==> config.mk <==
export PLATFORM = sky130hd
export DESIGN_NAME = key_input_ctrl
export DESIGN_NICKNAME = d
export VERILOG_FILES = /design/src/rtl/key_input_pkg.sv /design/src/rtl/key_debounce.sv /design/src/rtl/key_input_ctrl.sv
export SDC_FILE = /design/constraint.sdc
export NUM_CORES = 1
export LEC_CHECK = 0
export BUFFER_PORTS_ARGS = -buffer_cell sky130_fd_sc_hd__buf_2
export CELL_PAD_IN_SITES_DETAIL_PLACEMENT = 1
export CELL_PAD_IN_SITES_GLOBAL_PLACEMENT = 1
export CORE_MARGIN = 1
export CORE_UTILIZATION = 48
export DETAILED_ROUTE_END_ITERATION = 7
export HOLD_SLACK_MARGIN = 0.02
export MAX_ROUTING_LAYER = met4
export PLACE_DENSITY = 0.77
export SLEW_MARGIN = 20
export SYNTH_ARGS = -nofsm -noshare
export SYNTH_HDL_FRONTEND = slang
export SYNTH_SLANG_ARGS = --single-unit
==> constraint.sdc <==
create_clock -name Clock -period 2.4 [get_ports Clock]
set_input_delay 0.24 -clock Clock [delete_from_list [all_inputs] [get_ports Clock]]
set_output_delay 0.24 -clock Clock [all_outputs]
set_load 0.02 [all_outputs]
==> src/rtl/key_input_pkg.sv <==
// ---------------------------------------------------------------------------
// key_input_pkg
//   Shared definitions for the pushbutton front end: per-key debounce state
//   encoding and the default debounce timing for a 50 MHz board clock.
// ---------------------------------------------------------------------------
package key_input_pkg;

    typedef enum logic [1:0] {
        KS_RELEASED     = 2'd0,
        KS_PRESS_WAIT   = 2'd1,
        KS_PRESSED      = 2'd2,
        KS_RELEASE_WAIT = 2'd3
    } key_state_t;

    // 10 ms of stable samples at 50 MHz
    localparam int DEFAULT_DEBOUNCE_CYCLES = 500000;
    localparam int DEFAULT_CNT_W           = 19;

endpackage

==> src/rtl/key_debounce.sv <==
// ---------------------------------------------------------------------------
// key_debounce
//   One pushbutton: two-flop synchronizer, four-state debounce FSM and
//   stable-sample counter.
//   Ports:
//     Clock    in   system clock, rising edge
//     Reset_b  in   asynchronous active-low reset
//     key_n    in   raw button, 0 = pressed, asynchronous to Clock
//     held     out  debounced level, 1 = pressed
//     press    out  registered one-cycle pulse when a press is accepted
// ---------------------------------------------------------------------------
module key_debounce
    import key_input_pkg::*;
#(
    parameter int DEBOUNCE_CYCLES = DEFAULT_DEBOUNCE_CYCLES,
    parameter int CNT_W           = DEFAULT_CNT_W
) (
    input  logic Clock,
    input  logic Reset_b,
    input  logic key_n,
    output logic held,
    output logic press
);

    localparam logic [CNT_W-1:0] CNT_LAST = CNT_W'(DEBOUNCE_CYCLES - 1);

    logic             sync_p0;
    logic             sync_p1;
    key_state_t       state;
    key_state_t       state_nxt;
    logic [CNT_W-1:0] cnt;
    logic [CNT_W-1:0] cnt_nxt;
    logic             press_nxt;

    // Synchronizer: idles at 1 (released) so reset never looks like a press
    always_ff @(posedge Clock or negedge Reset_b) begin
        if (!Reset_b) begin
            sync_p0 <= 1'b1;
            sync_p1 <= 1'b1;
        end else begin
            sync_p0 <= key_n;
            sync_p1 <= sync_p0;
        end
    end

    // State register, counter and press pulse register
    always_ff @(posedge Clock or negedge Reset_b) begin
        if (!Reset_b) begin
            state <= KS_RELEASED;
            cnt   <= '0;
            press <= 1'b0;
        end else begin
            state <= state_nxt;
            cnt   <= cnt_nxt;
            press <= press_nxt;
        end
    end

    // Next-state: any sample agreeing with the current debounced level
    // aborts a pending change (bounce).
    always_comb begin
        state_nxt = state;
        cnt_nxt   = cnt;
        case (state)
            KS_RELEASED: begin
                if (!sync_p1) begin
                    state_nxt = KS_PRESS_WAIT;
                    cnt_nxt   = '0;
                end
            end
            KS_PRESS_WAIT: begin
                if (sync_p1)               state_nxt = KS_RELEASED;
                else if (cnt == CNT_LAST)  state_nxt = KS_PRESSED;
                else                       cnt_nxt   = cnt + CNT_W'(1);
            end
            KS_PRESSED: begin
                if (sync_p1) begin
                    state_nxt = KS_RELEASE_WAIT;
                    cnt_nxt   = '0;
                end
            end
            KS_RELEASE_WAIT: begin
                if (!sync_p1)              state_nxt = KS_PRESSED;
                else if (cnt == CNT_LAST)  state_nxt = KS_RELEASED;
                else                       cnt_nxt   = cnt + CNT_W'(1);
            end
            default: begin
                state_nxt = KS_RELEASED;
                cnt_nxt   = '0;
            end
        endcase
    end

    // Outputs: held follows the state; press is armed only on the
    // PRESS_WAIT -> PRESSED transition, never on release.
    always_comb begin
        held      = (state == KS_PRESSED) || (state == KS_RELEASE_WAIT);
        press_nxt = (state == KS_PRESS_WAIT) && !sync_p1 && (cnt == CNT_LAST);
    end

endmodule

==> src/rtl/key_input_ctrl.sv <==
// ---------------------------------------------------------------------------
// key_input_ctrl
//   Pushbutton front end: debounces NUM_KEYS active-low buttons and buffers
//   the highest-priority press as a code behind a valid/ready handshake.
//   Ports:
//     Clock       in   system clock, rising edge
//     Reset_b     in   asynchronous active-low reset
//     key_n       in   raw buttons, 0 = pressed
//     held        out  debounced levels, 1 = pressed
//     press       out  one-cycle pulse per accepted press
//     code        out  index of buffered press
//     code_valid  out  buffer holds an unconsumed press
//     code_ready  in   consumer takes code this cycle when code_valid=1
//     overflow    out  sticky: a press was dropped because the buffer was full
// ---------------------------------------------------------------------------
module key_input_ctrl
    import key_input_pkg::*;
#(
    parameter int  NUM_KEYS        = 4,
    parameter int  DEBOUNCE_CYCLES = DEFAULT_DEBOUNCE_CYCLES,
    parameter int  CNT_W           = DEFAULT_CNT_W,
    localparam int CODE_W          = (NUM_KEYS > 1) ? $clog2(NUM_KEYS) : 1
) (
    input  logic                Clock,
    input  logic                Reset_b,
    input  logic [NUM_KEYS-1:0] key_n,
    output logic [NUM_KEYS-1:0] held,
    output logic [NUM_KEYS-1:0] press,
    output logic [CODE_W-1:0]   code,
    output logic                code_valid,
    input  logic                code_ready,
    output logic                overflow
);

    // Ascending scan so the highest set index is the one left in idx
    function automatic logic [CODE_W-1:0] highest_index(input logic [NUM_KEYS-1:0] v);
        logic [CODE_W-1:0] idx;
        idx = '0;
        for (int i = 0; i < NUM_KEYS; i++) begin
            if (v[i]) idx = CODE_W'(i);
        end
        return idx;
    endfunction

    for (genvar g = 0; g < NUM_KEYS; g++) begin : g_key
        key_debounce #(
            .DEBOUNCE_CYCLES (DEBOUNCE_CYCLES),
            .CNT_W           (CNT_W)
        ) u_key (
            .Clock   (Clock),
            .Reset_b (Reset_b),
            .key_n   (key_n[g]),
            .held    (held[g]),
            .press   (press[g])
        );
    end

    logic any_press;
    logic consume;
    logic load;

    // A slot is free if empty or being drained in the same cycle
    always_comb begin
        any_press = |press;
        consume   = code_valid & code_ready;
        load      = any_press & (~code_valid | code_ready);
    end

    // Code buffer stage
    always_ff @(posedge Clock or negedge Reset_b) begin
        if (!Reset_b) begin
            code       <= '0;
            code_valid <= 1'b0;
            overflow   <= 1'b0;
        end else begin
            if (load) begin
                code       <= highest_index(press);
                code_valid <= 1'b1;
            end else if (consume) begin
                code_valid <= 1'b0;
            end
            if (any_press & code_valid & ~code_ready) overflow <= 1'b1;
        end
    end

endmodule

### Word-level counts from Yosys, hierarchy flattened

Index checks and enable logic that the tools add are counted.

| operators by class | value |
|---|---|
| $add $sub $neg | 4 |
| equality and inequality tests | 40 |
| multiplexer cells | 57 |
| bitwise gates (word level) | 7 |
| reduce and logical (&&, ||, !) cells | 30 |

Operator list:

| kind | count |
|---|---|
| 2-to-1 mux 19 bit | 20 |
| one-hot mux 19 bit (4 select lines) | 4 |
| adder 19 x 1 -> 19 bit (second input constant) | 4 |
| == test 19 bit (second input constant) | 4 |
| 2-to-1 mux 2 bit | 26 |
| one-hot mux 2 bit (4 select lines) | 4 |
| AND reduction 4 bit | 8 |
| == test 2 bit (second input constant) | 8 |
| inequality test 2 x 1 -> 1 bit (second input constant) | 8 |
| inequality test 2 bit (second input constant) | 8 |
| inequality test 3 x 1 -> 1 bit (second input constant) | 4 |
| inequality test 3 bit (second input constant) | 4 |
| == test 2 x 1 -> 1 bit (second input constant) | 4 |
| logical AND 1 bit | 8 |
| logical NOT 2 bit | 4 |
| AND 1 bit | 4 |
| logical NOT 1 bit | 4 |
| logical OR 1 bit | 4 |
| OR reduction 4 bit | 1 |
| 2-to-1 mux 1 bit | 3 |
| NOT 1 bit | 2 |
| nonzero test 2 bit | 1 |
| OR 1 bit | 1 |

| storage, ports and cells | value |
|---|---|
| flip-flop bits (word level) | 100 |
| input bits | 7 |
| output and inout bits | 12 |
| word-level logic and storage cells | 161 |

### Logic depth before layout (Yosys ltp)

Gate-level depths: netlist of the first run.

| logic depth | value |
|---|---|
| word-level depth | 4 |
| mapped depth | 7 |
| depth with buffers taken out | 7 |

### Cells and area by module

A second synthesis of the first run with hierarchy kept.

| unflattened totals | value |
|---|---|
| cells, all modules | 549 |
| area, all modules | 5,291.3 um^2 |

By module, submodules not included:

| module | instances | cells an instance | area each (um^2) | sequential area each (um^2) |
|---|---|---|---|---|
| key_debounce at g_key[0].u_key ... | 3 | 133 | 1,261.2 | 603.1 |
| key_debounce at g_key[3].u_key | 1 | 132 | 1,330.0 | 603.1 |
| key_input_ctrl | 1 | 18 | 177.7 | 100.1 |

### Worst setup path after synthesis of the first run

No wires, ideal clock.

| path | value |
|---|---|
| kind | register to register |
| start point | reg g_key[3].u_key.cnt[0] |
| end point | reg g_key[3].u_key.cnt[6] |
| library setup time | 121 ps |
| data arrival time | 1,794 ps |
| slack | 485 ps |
| cell stages (with the launch flop) | 7 |
| buffers on the path | 0 |
| cell sequence | dfrtp_1 ha_1 nand4_2 nor4_1 a21o_2 o21ai_1 a22o_1 |

| on the way | value |
|---|---|
| cells in the longest elaborated chain, start to end | 4 |

RTL lines:

| what | RTL line | text |
|---|---|---|
| start: declaration | key_debounce.sv:31 | `logic [CNT_W-1:0] cnt;` |
| start signal: assignment | key_debounce.sv:54 | `cnt <= cnt_nxt;` |
| adder 19 x 1 -> 19 bit / == test 19 bit (equally long branches) | - |  |
| 2-to-1 mux 19 bit (*) | key_debounce.sv:73, key_debounce.sv:84 |  |
| 2-to-1 mux 19 bit, on equally long branches | key_debounce.sv:83, key_debounce.sv:72 |  |
| one-hot mux 19 bit (4 select lines) (*) | key_debounce.sv:64 | `case (state)` |

Mark *: on every way between the ends. The rest lies on a longest branch, timed or not. The select of a mux whose other input is x is not followed.
A chain may end at the register's enable or synchronous reset.

### Final worst setup path of the first run

| path | value |
|---|---|
| start point | reg g_key[3].u_key.cnt[0] |
| end point | reg g_key[3].u_key.cnt[12] |

Same word-level chain as after synthesis.

==> impl_metrics.json, run 1 <==
{
  "rsz0062_at_grt": "no",
  "fp.dieH_um": 107.7,
  "ir_drop_v": 0.0003176,
  "finClkSkew_ns": 0.01568,
  "power.switching_w": 0.0008171,
  "critPathCaptureType": "flip-flop",
  "grt_use_total_pct": 24.74,
  "drt_iter0_drc": 154,
  "worstHoldPathType": "in -> reg",
  "hold_slack_ns": 0.2015,
  "p_leak_nw": 2.393,
  "fin_nets": 601,
  "place_inst": 714,
  "die_width_um": 107.7,
  "setup_viol": 0,
  "r2r_start": "g_key[3].u_key.cnt[0]",
  "clock_sinks": 100,
  "grt_overflow_total": 0,
  "fmax_mhz": 475.6,
  "tns_ns": 0,
  "status": "finished, final reports clean",
  "fillerInstances": 1254,
  "grt_max_degree": 40,
  "final_common_cell": "dfrtp_1",
  "r2r_slack_ns": 0.30,
  "utilization_pct": 53.51,
  "post-route-drc-count": 0,
  "rows": 38,
  "ys.flop_type": "dfrtp_1",
  "antenna_left": 0,
  "hold_path_end": "code[0]",
  "cts_tree": "done",
  "internal-power_w": 0.002224,
  "cap_violations": 0,
  "port_buffers": 18,
  "synth_edf_count": 0,
  "critPathArrivalTime_ns": 2.42,
  "cts-root-buf": "clkbuf_8",
  "cts_buffer_depth": 2,
  "dr.pass1.iters": 4,
  "multi_input_comb_area_um2": 2601,
  "startpoint_type": "flip-flop",
  "first_global_vias": 4455,
  "synthesis.nets": 588,
  "crit_cells": 6,
  "synth.cell_area_um2": 5358,
  "final_cell_mix": "dfrtp_1 (92), nand2_1 (65), nor2_1 (50)",
  "p_per_area_nw_per_um2": 524.2,
  "min_path_cells": 4,
  "synthCells": 577,
  "initial_utilization_pct": 49.42,
  "reg2reg_depth": 6,
  "power_frac_comb_pct": 6.9,
  "seqCellArea_um2": 2512,
  "ys_seq_area_share_pct": 46.89,
  "required_ns": 2.71,
  "p_seq_share_pct": 59.2,
  "slew_headroom_pct": 48.31,
  "path_clk_slew_ns": 0.10,
  "grt_pass1_wl_um": 21840,
  "cts_setup_buffers": 0,
  "die_area_um2": 11590,
  "core_um2": 10840,
  "path_class": "reg -> reg",
  "diodes": 0,
  "antenna_found_initial": 0,
  "fin_crit_sh_pct": 87.62,
  "drv_slew": 0,
  "yosys_warnings": 0,
  "p_sw_share_pct": 26.87,
  "final.min_clock_period_ns": 2.103,
  "io-pin-count": 19,
  "power.total_w": 0.003041,
  "cts.htree.levels": 3,
  "r2r_end": "g_key[3].u_key.cnt[12]",
  "max_stage_delay_ns": 0.48,
  "ys_ff_latch": 100,
  "synthArstFlopShare_pct": 100.0,
  "worst_pin_slew_ns": 0.7726,
  "routedWlPerCell_um": 17.36,
  "synth_cell_type_count": 68,
  "dr_total_vias": 4435,
  "final_cells": 735,
  "cpMaxStageDelayCell": "nor3_1",
  "gp_congestion": 0.7986,
  "drt_wl_total_um": 12760,
  "cpLargestDelayFamily": "simple AND/OR/NAND/NOR gates",
  "viasPerCell": 6.034,
  "avgSynthCellArea_um2": 9.285,
  "areaGrowthSynthToFinish_pct": 8.267,
  "crit_buf_inv": 0,
  "insertion_delay_ns": 0.39,
  "cp_cell_sequence": "ha_1 -> nand4_2 -> nor3_1 -> nand2_1 -> or3_2 -> a21oi_1",
  "drive_gt1_share_pct": 12.61,
  "p_clk_share_pct": 34.0,
  "worst-path-max-fanout": 5,
  "hpwl_um": 8977,
  "hold_violations": 0,
  "cts_made_buffers": 9,
  "worstHoldStart": "code_ready"
}
through the flow:
step / area (um^2) / worst slack [ns]
finish: 5801 / 0.2972
global route: 5801 / 0.1621
CTS: 5801 / 0.3232
detailed placement: 5572 / 0.3250
global placement: 5572 / 0.4252
floorplan: 5358 / 0.4851
cell usage after synthesis (8+ instances only):
master,count,area (um^2)
a21oi_1,28,140.1
inv_1,20,75.07
a22o_1,8,70.07
clkbuf_1,18,67.56
dfrtp_1,92,2302
mux2i_1,15,150.1
or4_1,8,60.06
xnor2_1,15,131.4
nand3_1,30,150.1
buf_4,8,60.06
nor3_1,27,135.1
dfstp_2,8,210.2
nand2_1,65,244.0
o21ai_0,34,170.2
or3_1,13,81.33
nor2_1,50,187.7
nand4_1,17,106.4
sequential cells by signal, summed over array words and instances, names as in the netlist, named ones only:
register	flops
g_key.u_key.cnt	76
g_key.u_key.press	4
g_key.u_key.state	4
g_key.u_key.sync_p0	4
g_key.u_key.sync_p1	4
code	2
code_valid	1
overflow	1
cell type report:
type,instances,area share [%]
Multi-Input combinational cell,424,44.84
Sequential cell,100,43.31
Timing Repair Buffer,35,4.443
Tap cell,140,3.020
Clock buffer,11,2.437
Inverter,20,1.294
Clock inverter,5,0.6471
per-layer routing:
layer  routed length (um)  global-route usage (%)  share of wire, %
met5                    0                       -                 0
met4                  230                   9.198               1.8
met3                  263                   3.329               2.1
met2                 6232                   39.33                49
met1                 6036                   32.33                47
power groups by stage:
stage	combinational, W	sequential, W	clock [W]
floorplan	0.000125	0.00181	0
global placement	0.000197	0.00183	0
detailed placement	0.000206	0.00183	0
CTS	0.000213	0.00180	0.00106
global route	0.000237	0.00181	0.00113
finish	0.000209	0.00180	0.00103
tightest hold or removal path, stage by stage:
cell and delay [ns]:
buf_2 0.09, nor2b_1 0.05, nor2_1 0.09, o22ai_1 0.08
what timing repair did:
| action | in CTS | in global routing |
|---|---|---|
| hold endpoints to repair | 38 | 0 |
| hold buffers | 5 | 0 |
| gates resized for setup | 0 | 0 |
kinds of logic (layout without fill, tap and decap cells):
logic type / after synthesis / count (layout) / share of synthesized area [%]
and+or+nand+nor: 259 / 259 / 25.71
AOI/OAI and AO/OA: 125 / 125 / 15.48
DFF: 100 / 100 / 46.89
buffers and inverters: 53 / 71 / 4.694
xor gates and xnor gates: 20 / 20 / 3.270
muxes: 16 / 16 / 3.013
adders and majority gates: 4 / 4 / 0.9342
worst max-delay path by stage:
| stage | endpoint | startpoint |
|---|---|---|
| 6_report | g_key[3].u_key.cnt[12] | g_key[3].u_key.cnt[0] |
| 5_1_grt | g_key[2].u_key.cnt[5] | g_key[2].u_key.cnt[0] |
| 4_1_cts | g_key[3].u_key.cnt[12] | g_key[3].u_key.cnt[0] |
| 3_5_place_dp | g_key[2].u_key.cnt[5] | g_key[2].u_key.cnt[0] |
| 3_3_place_gp | g_key[0].u_key.cnt[16] | flip-flop |
| 2_1_floorplan | g_key[3].u_key.cnt[6] | g_key[3].u_key.cnt[0] |
Note: power is estimated with default switching activity, not from simulation.
==> inputs of run 2 (changes only) <==
--- a/config.mk
+++ b/config.mk
@@ -14,6 +14,7 @@
 export HOLD_SLACK_MARGIN = 0.02
 export MAX_ROUTING_LAYER = met4
 export PLACE_DENSITY = 0.77
+export SETUP_SLACK_MARGIN = 0.3
 export SLEW_MARGIN = 20
 export SYNTH_ARGS = -nofsm -noshare
 export SYNTH_HDL_FRONTEND = slang
==> run 2 against run 1 <==
  * Die area stayed put
  * Clock skew is 0.0031 ns lower
  * Clock power hardly changed
  * Sequential power hardly changed
  * Count of clock-buffer cells in the layout stayed put
  * Cell area is 1.8% higher
  * Utilization is 0.95 points higher
  * Final cell count is 1.2% higher
  * Worst hold slack worse by 0.0013 ns
  * Register-to-register slack better by 0.07 ns
  * Via count is 1.6% higher
  * Sequential share of layout area is 0.75 points lower
  * Critical path type unchanged
==> impl_metrics.json, run 2 (synthesis results as in run 1) <==
{
  "status": "finished, final reports clean",
  "internal-power_w": 0.002228,
  "hold_violations": 0,
  "path_class": "reg -> reg",
  "drv_slew": 0,
  "cts_made_buffers": 9,
  "drt_wl_total_um": 13000,
  "worst_pin_slew_ns": 0.7706,
  "grt_max_degree": 40,
  "path_clk_slew_ns": 0.10,
  "worstHoldPathType": "in -> reg",
  "largest-register": "g_key.u_key.cnt",
  "grt_pass1_wl_um": 21840,
  "final_cells": 744,
  "fillerInstances": 1253,
  "final_common_cell": "dfrtp_1",
  "core_um2": 10840,
  "power_frac_comb_pct": 7.0,
  "insertion_delay_ns": 0.39,
  "slew_headroom_pct": 48.44,
  "critPathArrivalTime_ns": 2.36,
  "clock_sinks": 100,
  "final_cell_mix": "dfrtp_1 (92), nand2_1 (65), nor2_1 (50)",
  "place_inst": 714,
  "tns_ns": 0,
  "io-pin-count": 19,
  "setup_viol": 0,
  "fmax_mhz": 490.9,
  "grt_use_total_pct": 24.74,
  "cts-root-buf": "clkbuf_8",
  "drive_gt1_share_pct": 14.57,
  "post-route-drc-count": 0,
  "cap_violations": 0,
  "p_per_area_nw_per_um2": 516.6,
  "p_seq_share_pct": 59.0,
  "grt_overflow_total": 0,
  "post-route-cell-area_um2": 5903,
  "fin_crit_sh_pct": 84.87,
  "required_ns": 2.72,
  "p_sw_share_pct": 26.94,
  "routedWlPerCell_um": 17.48,
  "hold_slack_ns": 0.2002,
  "first_global_vias": 4455,
  "fp.dieH_um": 107.7,
  "placed_area_um2": 5572,
  "drt_iter0_drc": 195,
  "finClkSkew_ns": 0.01260,
  "initial_utilization_pct": 49.42,
  "startpoint_type": "flip-flop",
  "p_leak_nw": 2.439,
  "critPathCaptureType": "flip-flop",
  "final.min_clock_period_ns": 2.037,
  "cts_buffer_depth": 2,
  "rsz0062_at_grt": "no",
  "gp_congestion": 0.7986,
  "viasPerCell": 6.054,
  "dr.pass1.iters": 4,
  "hpwl_um": 8977,
  "port_buffers": 18,
  "dr_total_vias": 4504,
  "diodes": 0,
  "worst-path-max-fanout": 8,
  "antenna_left": 0,
  "ir_drop_v": 0.0003133,
  "die_area_um2": 11590,
  "cts_tree": "done",
  "rows": 38,
  "areaGrowthSynthToFinish_pct": 10.18,
  "power.switching_w": 0.0008216,
  "p_clk_share_pct": 33.9,
  "antenna_found_initial": 0,
  "largest_reg_flops": 76,
  "die_width_um": 107.7,
  "cts.htree.levels": 3,
  "fin_nets": 610
}
run 2: cell count changes in the layout (fill, tap and decap cells not counted), sizes merged:
| cell | delta |
|---|---|
| buf | +8 |
| a31o | +1 |
run 2: final timing paths:
| check | start | end | slack [ns] | depth (start not counted) |
|---|---|---|---|---|
| setup / recovery | g_key[3].u_key.cnt[14] | g_key[3].u_key.cnt[6] | 0.36 | 7 |
| hold / removal | code_ready | code[0] | 0.20 | 4 |
| setup reg to reg | g_key[3].u_key.cnt[14] | g_key[3].u_key.cnt[6] | 0.36 | 7 |
| hold reg to reg | g_key[1].u_key.sync_p0 | g_key[1].u_key.sync_p1 | 0.36 | 0 |
| max in group asynchronous | Reset_b | g_key[3].u_key.sync_p1 | 1.24 | 3 |
| min in group asynchronous | Reset_b | g_key[0].u_key.cnt[2] | 0.36 | 2 |
run 2: layer usage:
layer  wire, um  global-route usage, %  vias up
met5          0                      -        -
met4        243                  9.198        0
met3        270                  3.329       19
met2       6375                  39.33       50
met1       6114                  32.33     2298
li1           -                      -     2137
run 2: stage by stage:
step                      power, W  setup slack [ns]  util [%]
after floorplan           0.001939            0.4851         -
after global placement    0.002022            0.4252     51.40
after detailed placement  0.002037            0.3250     51.40
after CTS                 0.003073            0.3232     53.51
after global routing      0.003185            0.3037     54.46
final                     0.003050            0.3630     54.46
run 2: worst max-delay path: stages, from the launching register on:
cell and delay, ns:
dfrtp_1 0.45, or4_4 0.56, nor4b_4 0.26, buf_4 0.19
a31o_4 0.22, inv_1 0.08, o21ai_1 0.08, a22o_1 0.14
run 2: cell type report:
| class | instances | area (um^2) | area share [%] |
|---|---|---|---|
| clock buffer | 11 | 141.4 | 2.395 |
| sequential | 100 | 2512 | 42.56 |
| inverter | 20 | 75.07 | 1.272 |
| tap | 140 | 175.2 | 2.967 |
| multi-input combinational | 425 | 2644 | 44.79 |
| timing repair buffer | 43 | 317.8 | 5.384 |
| clock inverter | 5 | 37.54 | 0.6359 |
run 2: repair_timing:
| item | in CTS | in global routing |
|---|---|---|
| endpoints found under the setup margin | 0 | 25 |
| gates resized for setup | 0 | 6 |
| endpoints found under the hold margin | 38 | 0 |
| hold buffers | 5 | 0 |
| buffers inserted | 0 | 8 |
run 2: power by group through the flow:
stage	combinational, W	clock, W	sequential, W
6_report	0.000215	0.00103	0.00180
5_1_grt	0.000243	0.00113	0.00181
4_1_cts	0.000213	0.00106	0.00180
3_5_place_dp	0.000206	0	0.00183
3_3_place_gp	0.000197	0	0.00183
2_1_floorplan	0.000125	0	0.00181
